[src/rtl/buyruk_anabellek_denetleyicisi_pkg.sv]
// Shared constants and state encoding for the instruction-cache refill engine.
package buyruk_anabellek_denetleyicisi_pkg;

    localparam int OBEK_GENISLIGI       = 128;
    localparam int KELIME_GENISLIGI     = 32;
    localparam int OBEK_KELIME_SAYISI   = 4;
    localparam int OBEK_OFSET_GENISLIGI = 4;

    typedef enum logic [2:0] {
        BOSTA,
        GONDER,
        BEKLE,
        TAMAM,
        IPTAL_BOSALT
    } durum_t;

endpackage

[src/rtl/buyruk_anabellek_denetleyicisi.sv]
// Refill engine: fetches one 16-byte block as four word reads from main memory
// and hands it to the instruction cache with a one-cycle completion pulse.
module buyruk_anabellek_denetleyicisi
    import buyruk_anabellek_denetleyicisi_pkg::*;
#(
    parameter int AZAMI_BEKLEYEN = 4
) (
    input  logic         clk_i,
    input  logic         rst_i,
    input  logic         istek_i,
    input  logic [31:0]  adres_i,
    input  logic         iptal_i,
    output logic         mesgul_o,
    output logic [127:0] buyruk_obegi_o,
    output logic         anabellekten_obek_geldi_o,
    output logic [31:0]  bellek_adres_o,
    output logic         bellek_oku_o,
    input  logic         bellek_hazir_i,
    input  logic [31:0]  bellek_veri_i,
    input  logic         bellek_veri_gecerli_i
);

    localparam logic [2:0] AZAMI      = 3'(AZAMI_BEKLEYEN);
    localparam logic [2:0] KELIME_SAY = 3'(OBEK_KELIME_SAYISI);

    durum_t      durum_reg, durum_next;
    logic [27:0] taban_reg, taban_next;
    logic [2:0]  verilen_reg, verilen_next;
    logic [2:0]  alinan_reg, alinan_next;
    logic [2:0]  bekleyen;
    logic        kabul, yanit, yakala;
    logic        adres_unused;

    assign adres_unused = &{1'b0, adres_i[OBEK_OFSET_GENISLIGI-1:0]};
    assign bekleyen     = verilen_reg - alinan_reg;
    // Data with nothing outstanding is not ours to keep.
    assign yanit        = bellek_veri_gecerli_i && (bekleyen != 3'd0);

    assign mesgul_o                  = (durum_reg != BOSTA);
    assign anabellekten_obek_geldi_o = (durum_reg == TAMAM);

    always_comb begin
        durum_next     = durum_reg;
        taban_next     = taban_reg;
        verilen_next   = verilen_reg;
        alinan_next    = alinan_reg;
        bellek_oku_o   = 1'b0;
        bellek_adres_o = {taban_reg, 4'b0000};
        kabul          = 1'b0;
        yakala         = 1'b0;
        case (durum_reg)
            BOSTA: begin
                if (istek_i && !iptal_i) begin
                    taban_next   = adres_i[31:4];
                    verilen_next = 3'd0;
                    alinan_next  = 3'd0;
                    durum_next   = GONDER;
                end
            end
            GONDER, BEKLE: begin
                if (iptal_i) begin
                    // Flush beats a coincident last beat: the word is dropped and no pulse follows.
                    if (yanit) alinan_next = alinan_reg + 3'd1;
                    durum_next = (bekleyen == {2'b00, yanit}) ? BOSTA : IPTAL_BOSALT;
                end else begin
                    if (durum_reg == GONDER && verilen_reg < KELIME_SAY && bekleyen < AZAMI) begin
                        bellek_oku_o   = 1'b1;
                        bellek_adres_o = {taban_reg, verilen_reg[1:0], 2'b00};
                        kabul          = bellek_hazir_i;
                    end
                    if (kabul) verilen_next = verilen_reg + 3'd1;
                    if (yanit) begin
                        yakala      = 1'b1;
                        alinan_next = alinan_reg + 3'd1;
                    end
                    if (yanit && alinan_reg == 3'd3)
                        durum_next = TAMAM;
                    else if (kabul && verilen_reg == 3'd3)
                        durum_next = BEKLE;
                end
            end
            TAMAM: durum_next = BOSTA;
            IPTAL_BOSALT: begin
                if (yanit) begin
                    alinan_next = alinan_reg + 3'd1;
                    if (bekleyen == 3'd1) durum_next = BOSTA;
                end
            end
            default: durum_next = BOSTA;
        endcase
    end

    always_ff @(posedge clk_i or negedge rst_i) begin
        if (!rst_i) begin
            durum_reg   <= BOSTA;
            taban_reg   <= '0;
            verilen_reg <= '0;
            alinan_reg  <= '0;
        end else begin
            durum_reg   <= durum_next;
            taban_reg   <= taban_next;
            verilen_reg <= verilen_next;
            alinan_reg  <= alinan_next;
        end
    end

    genvar gi;
    generate
        for (gi = 0; gi < OBEK_KELIME_SAYISI; gi++) begin : g_kelime
            logic [KELIME_GENISLIGI-1:0] kelime_reg;
            always_ff @(posedge clk_i or negedge rst_i) begin
                if (!rst_i)
                    kelime_reg <= '0;
                else if (yakala && alinan_reg[1:0] == 2'(gi))
                    kelime_reg <= bellek_veri_i;
            end
            assign buyruk_obegi_o[gi*KELIME_GENISLIGI +: KELIME_GENISLIGI] = kelime_reg;
        end
    endgenerate

endmodule

[config.mk]
export PLATFORM = sky130hd
export DESIGN_NAME = buyruk_anabellek_denetleyicisi
export DESIGN_NICKNAME = d
export VERILOG_FILES = /design/src/rtl/buyruk_anabellek_denetleyicisi_pkg.sv /design/src/rtl/buyruk_anabellek_denetleyicisi.sv
export SDC_FILE = /design/constraint.sdc
export NUM_CORES = 1
export LEC_CHECK = 0
export CORE_UTILIZATION = 40
export CTS_CLUSTER_DIAMETER = 60
export DETAILED_ROUTE_END_ITERATION = 8
export PLACE_DENSITY = 0.72
export SETUP_SLACK_MARGIN = 0.4
export SYNTH_ARGS = -nofsm -noshare
export SYNTH_HDL_FRONTEND = slang
export SYNTH_SLANG_ARGS = --single-unit
[constraint.sdc]
create_clock -name clk_i -period 4.71 [get_ports clk_i]
set_clock_uncertainty 0.05 [all_clocks]
set_input_delay 0.942 -clock clk_i [delete_from_list [all_inputs] [get_ports clk_i]]
set_output_delay 0.942 -clock clk_i [all_outputs]
set_load 0.01 [all_outputs]
# Yosys cells after proc, flatten, opt, wreduce, memory -nomap -nowiden
# Cells that the tools add are included.
# op_classes
add_sub_neg	3
n_eq_ne	18
n_lt_le_gt_ge	2
reduce_logical	23
mux	26
# ops
operator	n
two-way mux 3 bit	11
equality test 3 x 2 -> 1 bit, second input constant	4
two-way mux 4 bit	3
one-hot mux 3 bit (2 select lines)	2
logical AND 1 bit	10
!= test 2 bit, second input constant	5
two-way mux 1 bit	9
one-hot mux 3 bit (3 select lines)	1
AND reduction 4 bit	2
adder 3 x 1 -> 3 bit, second input constant	2
equality test 3 x 1 -> 1 bit, second input constant	2
< comparator 3 bit, second input constant	2
nonzero test 3 bit	2
equality test 2 bit, second input constant	2
!= test 4 bit, second input constant	1
nonzero test 2 bit	2
equality test 3 x 1 -> 1 bit	1
equality test 3 bit, second input constant	1
zero test 3 bit	1
AND reduction 3 bit	1
OR reduction 3 bit	1
subtractor 3 bit	1
equality test 2 x 1 -> 1 bit, second input constant	1
zero test 2 bit	1
other kinds (4)	4
# word_totals
inputBits	70
register_bits	165
out_inout_bits	163
wordCells	80

# Logic depth before layout (Yosys ltp)
# Gate-level depths: netlist of run 1.
# logic_depth
depth_word	11
depth_mapped	8

# Worst setup path after synthesis of run 1
# No wires, ideal clock.
# synth_path
path_kind	register to output
start	register verilen_reg[0]
end	output port bellek_adres_o[2]
path_buffers	0
stages_incl_launch_ff	7
arrival_time_ns	1.612
path_slack_ns	2.106
path_cell_list	dfrtp_1 -> inv_1 -> ha_1 -> fa_1 -> xnor2_1 -> nand2_1 -> nor3_1
# synth_between
elab_chain_len	6
# synth_lines
element	line	text
start, declared	buyruk_anabellek_denetleyicisi.sv:28	logic [2:0] verilen_reg, verilen_next;
start signal, assigned	buyruk_anabellek_denetleyicisi.sv:102	verilen_reg <= verilen_next;
subtractor 3 bit or < comparator 3 bit (tied branches)	buyruk_anabellek_denetleyicisi.sv:35, buyruk_anabellek_denetleyicisi.sv:66	
< comparator 3 bit or logical AND 1 bit (tied branches)	buyruk_anabellek_denetleyicisi.sv:66	if (durum_reg == GONDER && verilen_reg < KELIME_SAY && bekleyen < AZAMI) begin
logical AND 1 bit	buyruk_anabellek_denetleyicisi.sv:66	
two-way mux 4 bit (*)	buyruk_anabellek_denetleyicisi.sv:66	
two-way mux 4 bit (*)	buyruk_anabellek_denetleyicisi.sv:61	if (iptal_i) begin
two-way mux 4 bit (*)	buyruk_anabellek_denetleyicisi.sv:51	case (durum_reg)
end, declared	buyruk_anabellek_denetleyicisi.sv:16	output logic [31:0] bellek_adres_o,
# Mark *: on every way between the ends. The rest lies on a longest branch, timed or not.

# Final worst setup path of run 1
# layout_path
start	register alinan_reg[0]
end	output port bellek_adres_o[2]
# layout_between
elab_chain_len	6
# layout_lines
element	line	text
start, declared	buyruk_anabellek_denetleyicisi.sv:29	logic [2:0] alinan_reg, alinan_next;
start signal, assigned	buyruk_anabellek_denetleyicisi.sv:103	alinan_reg <= alinan_next;
subtractor 3 bit	buyruk_anabellek_denetleyicisi.sv:35	assign bekleyen = verilen_reg - alinan_reg;
< comparator 3 bit	buyruk_anabellek_denetleyicisi.sv:66	
logical AND 1 bit	buyruk_anabellek_denetleyicisi.sv:66	
two-way mux 4 bit	buyruk_anabellek_denetleyicisi.sv:66	
two-way mux 4 bit	buyruk_anabellek_denetleyicisi.sv:61	
two-way mux 4 bit	buyruk_anabellek_denetleyicisi.sv:51	
# Every way passes these cells.

==> qor.yml, run 1 <==
status:
  status: "completed"
logic_synthesis:
  synth_warnings: 0
  synth.cell_area_sq_mm: 0.006690
  syn_area_per_cell_sq_um: 16.24
  synth_cell_types: 31
  synth.area.top_cells: "dfrtp_1, mux2_2, mux2_4"
  synth.top_cell.area_share_pct: 61.72
  syn_inst: 412
  yosys.area.top_type: "dfrtp_1"
  synth-seq-cells: 165
  synth-seq-area-share_pct: 61.72
setup_path:
  cp.required_ps: 3720
  path_buf_inv: 1
  cp_slowest_stage_delay_ps: 570
  cp_top_family: "adder cells"
  startpoint_type: "flop"
  arrival_ps: 2630
  r2r_cells: 6
  path_cells: "ha_1, fa_1, xnor2_1, nand2_1, nor3_1, clkdlybuf4s50_1"
  critPathSlowestCell: "clkdlybuf4s50_1"
  rrSetupSlack_ps: 1670
  critPathMaxFanout: 6
  reg2reg_from: "alinan_reg[0]"
  crit_type: "flop to output port"
  worstSetupEndpointType: "output port"
  r2r_end: "g_kelime[1].kelime_reg[11]"
power:
  ir_drop_mv: 0.3520
  p_per_area_mw_per_mm2: 601.7
  leakage_nw: 4.401
  finalPower_mw: 5.818
grt:
  grt_max_degree: 114
  grt_pass1_vias: 4527
  grtUsageTotal_pct: 18.68
  grt_pass1_wl_microns: 24740
  grt-ovfl-total: 0
  antenna_found_initial: 0
clock_network:
  cts_resized: 0
  cts_tree: "yes"
  cts.sinks: 165
  ctsHoldBuffers: 0
  h-tree-depth: 4
  clockBufferDepth: 2
  path_clk_slew_ps: 60
  cts_root_buffer: "clkbuf_16"
  cts_buffers: 17
  insertion_delay_ps: 410
  post_cts_buffers: 0
floorplanning:
  rows: 46
  die_h_microns: 131.3
  dieArea_sq_mm: 0.01725
  pin_count: 233
  core_sq_mm: 0.01612
  die_x_microns: 131.3
  start_util_pct: 41.51
sta:
  relSlewSlack_pct: 32.65
  whs_ps: 452.3
  drv_slew: 0
  max_freq_mhz: 276.3
  fin_crit_sh_pct: 76.83
  setup_viol: 0
  worst_pin_slew_ps: 1010
  rsz0062_at_grt: "no"
  hold_violations: 0
  fin_crit_ps: 3619
  fin_tns_setup_ps: 0
layout:
  largest_register_ffs: 128
  final_area_sq_mm: 0.009671
  nFillCells: 1251
  final_layout_size_suffix_gt1_share_pct: 30.58
  syn2layout_area_growth_pct: 44.55
  final_common_cell: "clkdlybuf4s50_1"
  fin_nets: 720
  final_cell_mix: "clkdlybuf4s50_1, dfrtp_1, mux2_2, mux2_4, clkbuf_16"
  num_antenna_cells: 0
  utilization_pct: 60.01
drt:
  wire_per_inst_microns: 17.89
  ant_nets: 0
  finalWirelength_microns: 15560
  firstDrtPassIters: 4
  num_vias: 4228
  drt_iter0_markers: 141
  drc: 0
  drt-vias-per-instance: 4.860
worst_hold_path:
  hp-start: "g_kelime[0].kelime_reg[21]"
  min_to: "g_kelime[0].kelime_reg[21]"
  min_path_cells: 1
  hold_path_class: "flop to flop"
place:
  place.detailed.hpwl_microns: 10560
  port_buffers: 226
  place_area_sq_mm: 0.009075
  place_congestion: 0.7771
run:
  maxCapViolCount: 0
cell families after synthesis:
logic type	Yosys count	synth area share, %
xor+xnor	4	0.7481
compound gates	8	1.047
mux	162	28.26
simple gates	34	3.254
fa+ha+maj	9	1.795
other cells	1	0.05605
flops	165	61.72
buf+inv	29	3.123
worst register-to-register path, delay by kind of cell, from the launching register on:
family / cells / cell delay, ps
adder cells (fa/ha/maj): 2 / 650
AO/OA/AOI/OAI: 1 / 380
multiplexers: 1 / 520
flip-flops: 1 / 470
XOR/XNOR: 1 / 290
AND/OR/NAND/NOR: 1 / 580
worst max path at each step:
stage	start	endpoint	depth (start not counted)
floorplan	verilen_reg[0]	bellek_adres_o[2]	6
global placement	iptal_i	bellek_adres_o[2]	3
detailed placement	iptal_i	bellek_adres_o[2]	3
CTS	alinan_reg[0]	bellek_adres_o[3]	6
global route	verilen_reg[0]	bellek_adres_o[3]	7
finish	alinan_reg[0]	bellek_adres_o[2]	6
Yosys cell counts (all sizes together):
cell type	number
nand2	10
a22oi	1
xnor2	2
a21oi	3
nor2	7
mux2	158
a31oi	1
buf	19
clkbuf	1
xor2	1
a41oi	1
inv	9
nand2b	1
conb	1
o22ai	1
fa	1
ha	8
a21boi	1
nor4b	1
mux2i	4
or3	2
nor3	4
nand3	9
dfrtp	165
xnor3	1
routing by layer:
metal	GRT usage (%)	share of wire, %	up-vias
li1	-	-	1906
met1	21.75	41	2145
met2	31.74	50	173
met3	8.063	8.7	4
met4	4.264	0.39	0
met5	0	0	-
final cells by class:
type | count | area (sq um) | area share [%]
Inverter | 9 | 33.78 | 0.3493
Timing Repair Buffer | 229 | 2286 | 23.64
Sequential cell | 165 | 4129 | 42.70
Clock buffer | 22 | 474.2 | 4.904
Tap cell | 216 | 270.3 | 2.795
Multi-Input combinational cell | 219 | 2356 | 24.36
Clock inverter | 10 | 121.4 | 1.255
where the power goes:
| part | switching (mW) | internal [mW] |
|---|---|---|
| clock | 0.556 | 0.826 |
| combinational | 0.835 | 1.38 |
| sequential | 0.289 | 1.93 |
per-stage QoR:
stage               instances  setup slack [ps]
finish                    870              1091
floorplan                 413              2106
detailed placement        838              1400
global placement          838              1402
global route              870             950.6
CTS                       870              1063
Power figures use the tool's default switching activity.
==> run 2: changes to the inputs <==
--- a/config.mk
+++ b/config.mk
@@ -8,7 +8,7 @@
 export CORE_UTILIZATION = 40
 export CTS_CLUSTER_DIAMETER = 60
 export DETAILED_ROUTE_END_ITERATION = 8
-export PLACE_DENSITY = 0.72
+export PLACE_DENSITY = 0.75
 export SETUP_SLACK_MARGIN = 0.4
 export SYNTH_ARGS = -nofsm -noshare
 export SYNTH_HDL_FRONTEND = slang
==> constraint.sdc (replaced) <==
create_clock -name clk_i -period 3.22 [get_ports clk_i]
set_clock_uncertainty 0.05 [all_clocks]
set_input_delay 0.644 -clock clk_i [delete_from_list [all_inputs] [get_ports clk_i]]
set_output_delay 0.644 -clock clk_i [all_outputs]
set_load 0.01 [all_outputs]
==> run 2 against run 1 <==
Final cell count up 1.7%. Sequential power is 46% higher. First-iteration DRC count is 18% lower. Clock-buffer cell count shrank 4. Flip-flop and latch count unchanged. Worst hold slack worse by 240 ps. Via count grew 1.8%. Clock power up 46%. Utilization grew 0.98 points. Sequential share of layout area decreased by 0.68 points. Die area stayed put. Critical path type unchanged.
==> qor.yml, run 2 (synthesis gave the netlist of run 1 again) <==
clock_network:
  cts_root_buffer: "clkbuf_16"
  insertion_delay_ps: 410  # about the same
  clockBufferDepth: 2  # unchanged
  h-tree-depth: 4  # unchanged
  cts_buffers: 17  # unchanged
  cts_tree: "yes"
  path_clk_slew_ps: 70  # about the same
  cts.sinks: 165  # unchanged
  ctsHoldBuffers: 0  # unchanged
floorplanning:
  dieArea_sq_mm: 0.01725  # unchanged
  die_h_microns: 131.3  # unchanged
  pin_count: 233  # unchanged
  rows: 46  # unchanged
  start_util_pct: 41.51  # unchanged
  die_x_microns: 131.3  # unchanged
  core_sq_mm: 0.01612  # unchanged
sta:
  drv_slew: 0  # unchanged
  whs_ps: 217.1  # -235.2 ps
  worst_pin_slew_ps: 762.6  # -247.6 ps
  fin_crit_ps: 2792
  max_freq_mhz: 358.1
  setup_viol: 0  # unchanged
  hold_violations: 0  # unchanged
  fin_crit_sh_pct: 86.71
  relSlewSlack_pct: 49.16  # +17 points
  fin_tns_setup_ps: 0  # unchanged
  fin_ws_ps: 427.8  # -663.5 ps
  rsz0062_at_grt: "yes"
power:
  leakage_nw: 4.492  # +2.1%
  switching_power_mw: 2.521  # +50%
  finalPower_mw: 8.624  # +48%
  ir_drop_mv: 0.4039  # +15%
  power_frac_seq_pct: 37.5  # -0.7 points
  p_per_area_mw_per_mm2: 877.5  # +46%
  power_frac_comb_pct: 39.0  # +0.9 points
  swShare_pct: 29.23  # +0.36 points
  intPower_mw: 6.103  # +47%
  clockPowerShare_pct: 23.5  # -0.2 points
setup_path:
  cp_slowest_stage_delay_ps: 420  # -150 ps
  path_cells: "ha_4, fa_2, xnor2_2, nand2_2, nor3_2, buf_2"
  arrival_ps: 2100  # -530 ps
  startpoint_type: "flop"
  critPathMaxFanout: 3  # -3
  path_buf_inv: 1  # unchanged
  worstSetupEndpointType: "output port"
  crit_type: "flop to output port"
  cp_top_family: "adder cells"
  cp.required_ps: 2530  # -1190 ps
  critPathSlowestCell: "dfrtp_1"
drt:
  finalWirelength_microns: 15280  # -1.8%
  firstDrtPassIters: 4  # unchanged
  drt_iter0_markers: 116  # -18%
  ant_nets: 0  # unchanged
  wire_per_inst_microns: 17.27  # -3.5%
  drt-vias-per-instance: 4.862  # about the same
  drc: 0  # unchanged
  num_vias: 4303  # +1.8%
layout:
  final_common_cell: "clkdlybuf4s50_1"
  final_cells: 885  # +1.7%
  final_cell_mix: "clkdlybuf4s50_1, dfrtp_1, mux2_2, mux2_4"
  largest_register_ffs: 128  # unchanged
  final_layout_size_suffix_gt1_share_pct: 34.08  # +3.5 points
  fin_nets: 735  # +2.1%
  nFillCells: 1221  # -2.4%
  utilization_pct: 60.99  # +0.98 points
  final_area_sq_mm: 0.009828  # +1.6%
  syn2layout_area_growth_pct: 46.90
  num_antenna_cells: 0  # unchanged
status:
  status: "completed"
grt:
  grtUsageTotal_pct: 18.82  # +0.14 points
  grt_pass1_wl_microns: 25340  # +2.4%
  grt-ovfl-total: 0  # unchanged
  antenna_found_initial: 0  # unchanged
  grt_pass1_vias: 4839  # +6.9%
  grt_max_degree: 85  # -25%
place:
  port_buffers: 226  # unchanged
  place.detailed.hpwl_microns: 10790  # +2.1%
  place_area_sq_mm: 0.009155  # +0.88%
  place_inst: 847  # +1.1%
  dpl_worst_slack_ps: 210.7  # -1189 ps
  place_congestion: 0.8723  # +12%
run:
  maxCapViolCount: 0  # unchanged
worst_hold_path:
  hold_path_class: "primary input to asynchronous set/reset pin"
==> run 2: worst reg2reg max path: cells and delay by family, from the launching register on <==
family          cells  cell delay, ps
fa+ha+maj           2             610
flops               1             420
compound gates      1             400
buf+inv             2             390
mux                 1             340
xor+xnor            1             260
simple gates        1             110
==> run 2: power by group through the flow <==
stage	clock (mW)	combinational, mW	sequential [mW]
3_5_place_dp	0	3.27	3.27
3_3_place_gp	0	3.20	3.23
2_1_floorplan	0	1.07	3.57
6_report	2.02	3.37	3.24
4_1_cts	2.09	3.36	3.23
5_1_grt	2.18	3.58	3.34
==> run 2: final cells by class <==
class / count / area, sq um / area share, %
tap: 216 / 270.3 / 2.750
clock buffer: 18 / 429.2 / 4.367
timing repair buffer: 244 / 2402 / 24.44
clock inverter: 14 / 163.9 / 1.668
sequential: 165 / 4129 / 42.01
multi-input combinational: 219 / 2400 / 24.42
inverter: 9 / 33.78 / 0.3437
==> run 2: layer usage <==
| layer | routed length (microns) | track usage [%] | vias up |
|---|---|---|---|
| li1 | - | - | 1933 |
| met4 | 323 | 7.171 | 0 |
| met5 | 0 | 0 | - |
| met3 | 1141 | 6.790 | 24 |
| met2 | 7503 | 31.80 | 175 |
| met1 | 6315 | 21.80 | 2171 |
==> run 2: repair_timing <==
item | in CTS | in global routing
buffers inserted | 4 | 2
gates resized for setup | 15 | 6
setup endpoints to repair | 3 | 3
pin swaps | 1 | 4
==> run 2: worst paths after layout <==
check / startpoint / endpoint / slack [ps] / cells after the start
worst min register to register: taban_reg[15] / taban_reg[15] / 450 / 1
min in group clk_i: taban_reg[15] / taban_reg[15] / 450 / 1
worst min-delay path: rst_i / g_kelime[2].kelime_reg[14] / 220 / 1
worst max-delay path: alinan_reg[0] / bellek_adres_o[3] / 430 / 6
worst max register to register: alinan_reg[0] / g_kelime[1].kelime_reg[14] / 530 / 8
max in group asynchronous: rst_i / durum_reg[2] / 2070 / 2
==> run 3: changes to the inputs <==
--- a/config.mk
+++ b/config.mk
@@ -8,6 +8,7 @@
 export CORE_UTILIZATION = 40
 export CTS_CLUSTER_DIAMETER = 60
 export DETAILED_ROUTE_END_ITERATION = 8
+export GPL_ROUTABILITY_DRIVEN = 0
 export PLACE_DENSITY = 0.75
 export SETUP_SLACK_MARGIN = 0.4
 export SYNTH_ARGS = -nofsm -noshare
==> results of run 3 <==
No change in the layout: final DEF, timing and power equal those of run 2.
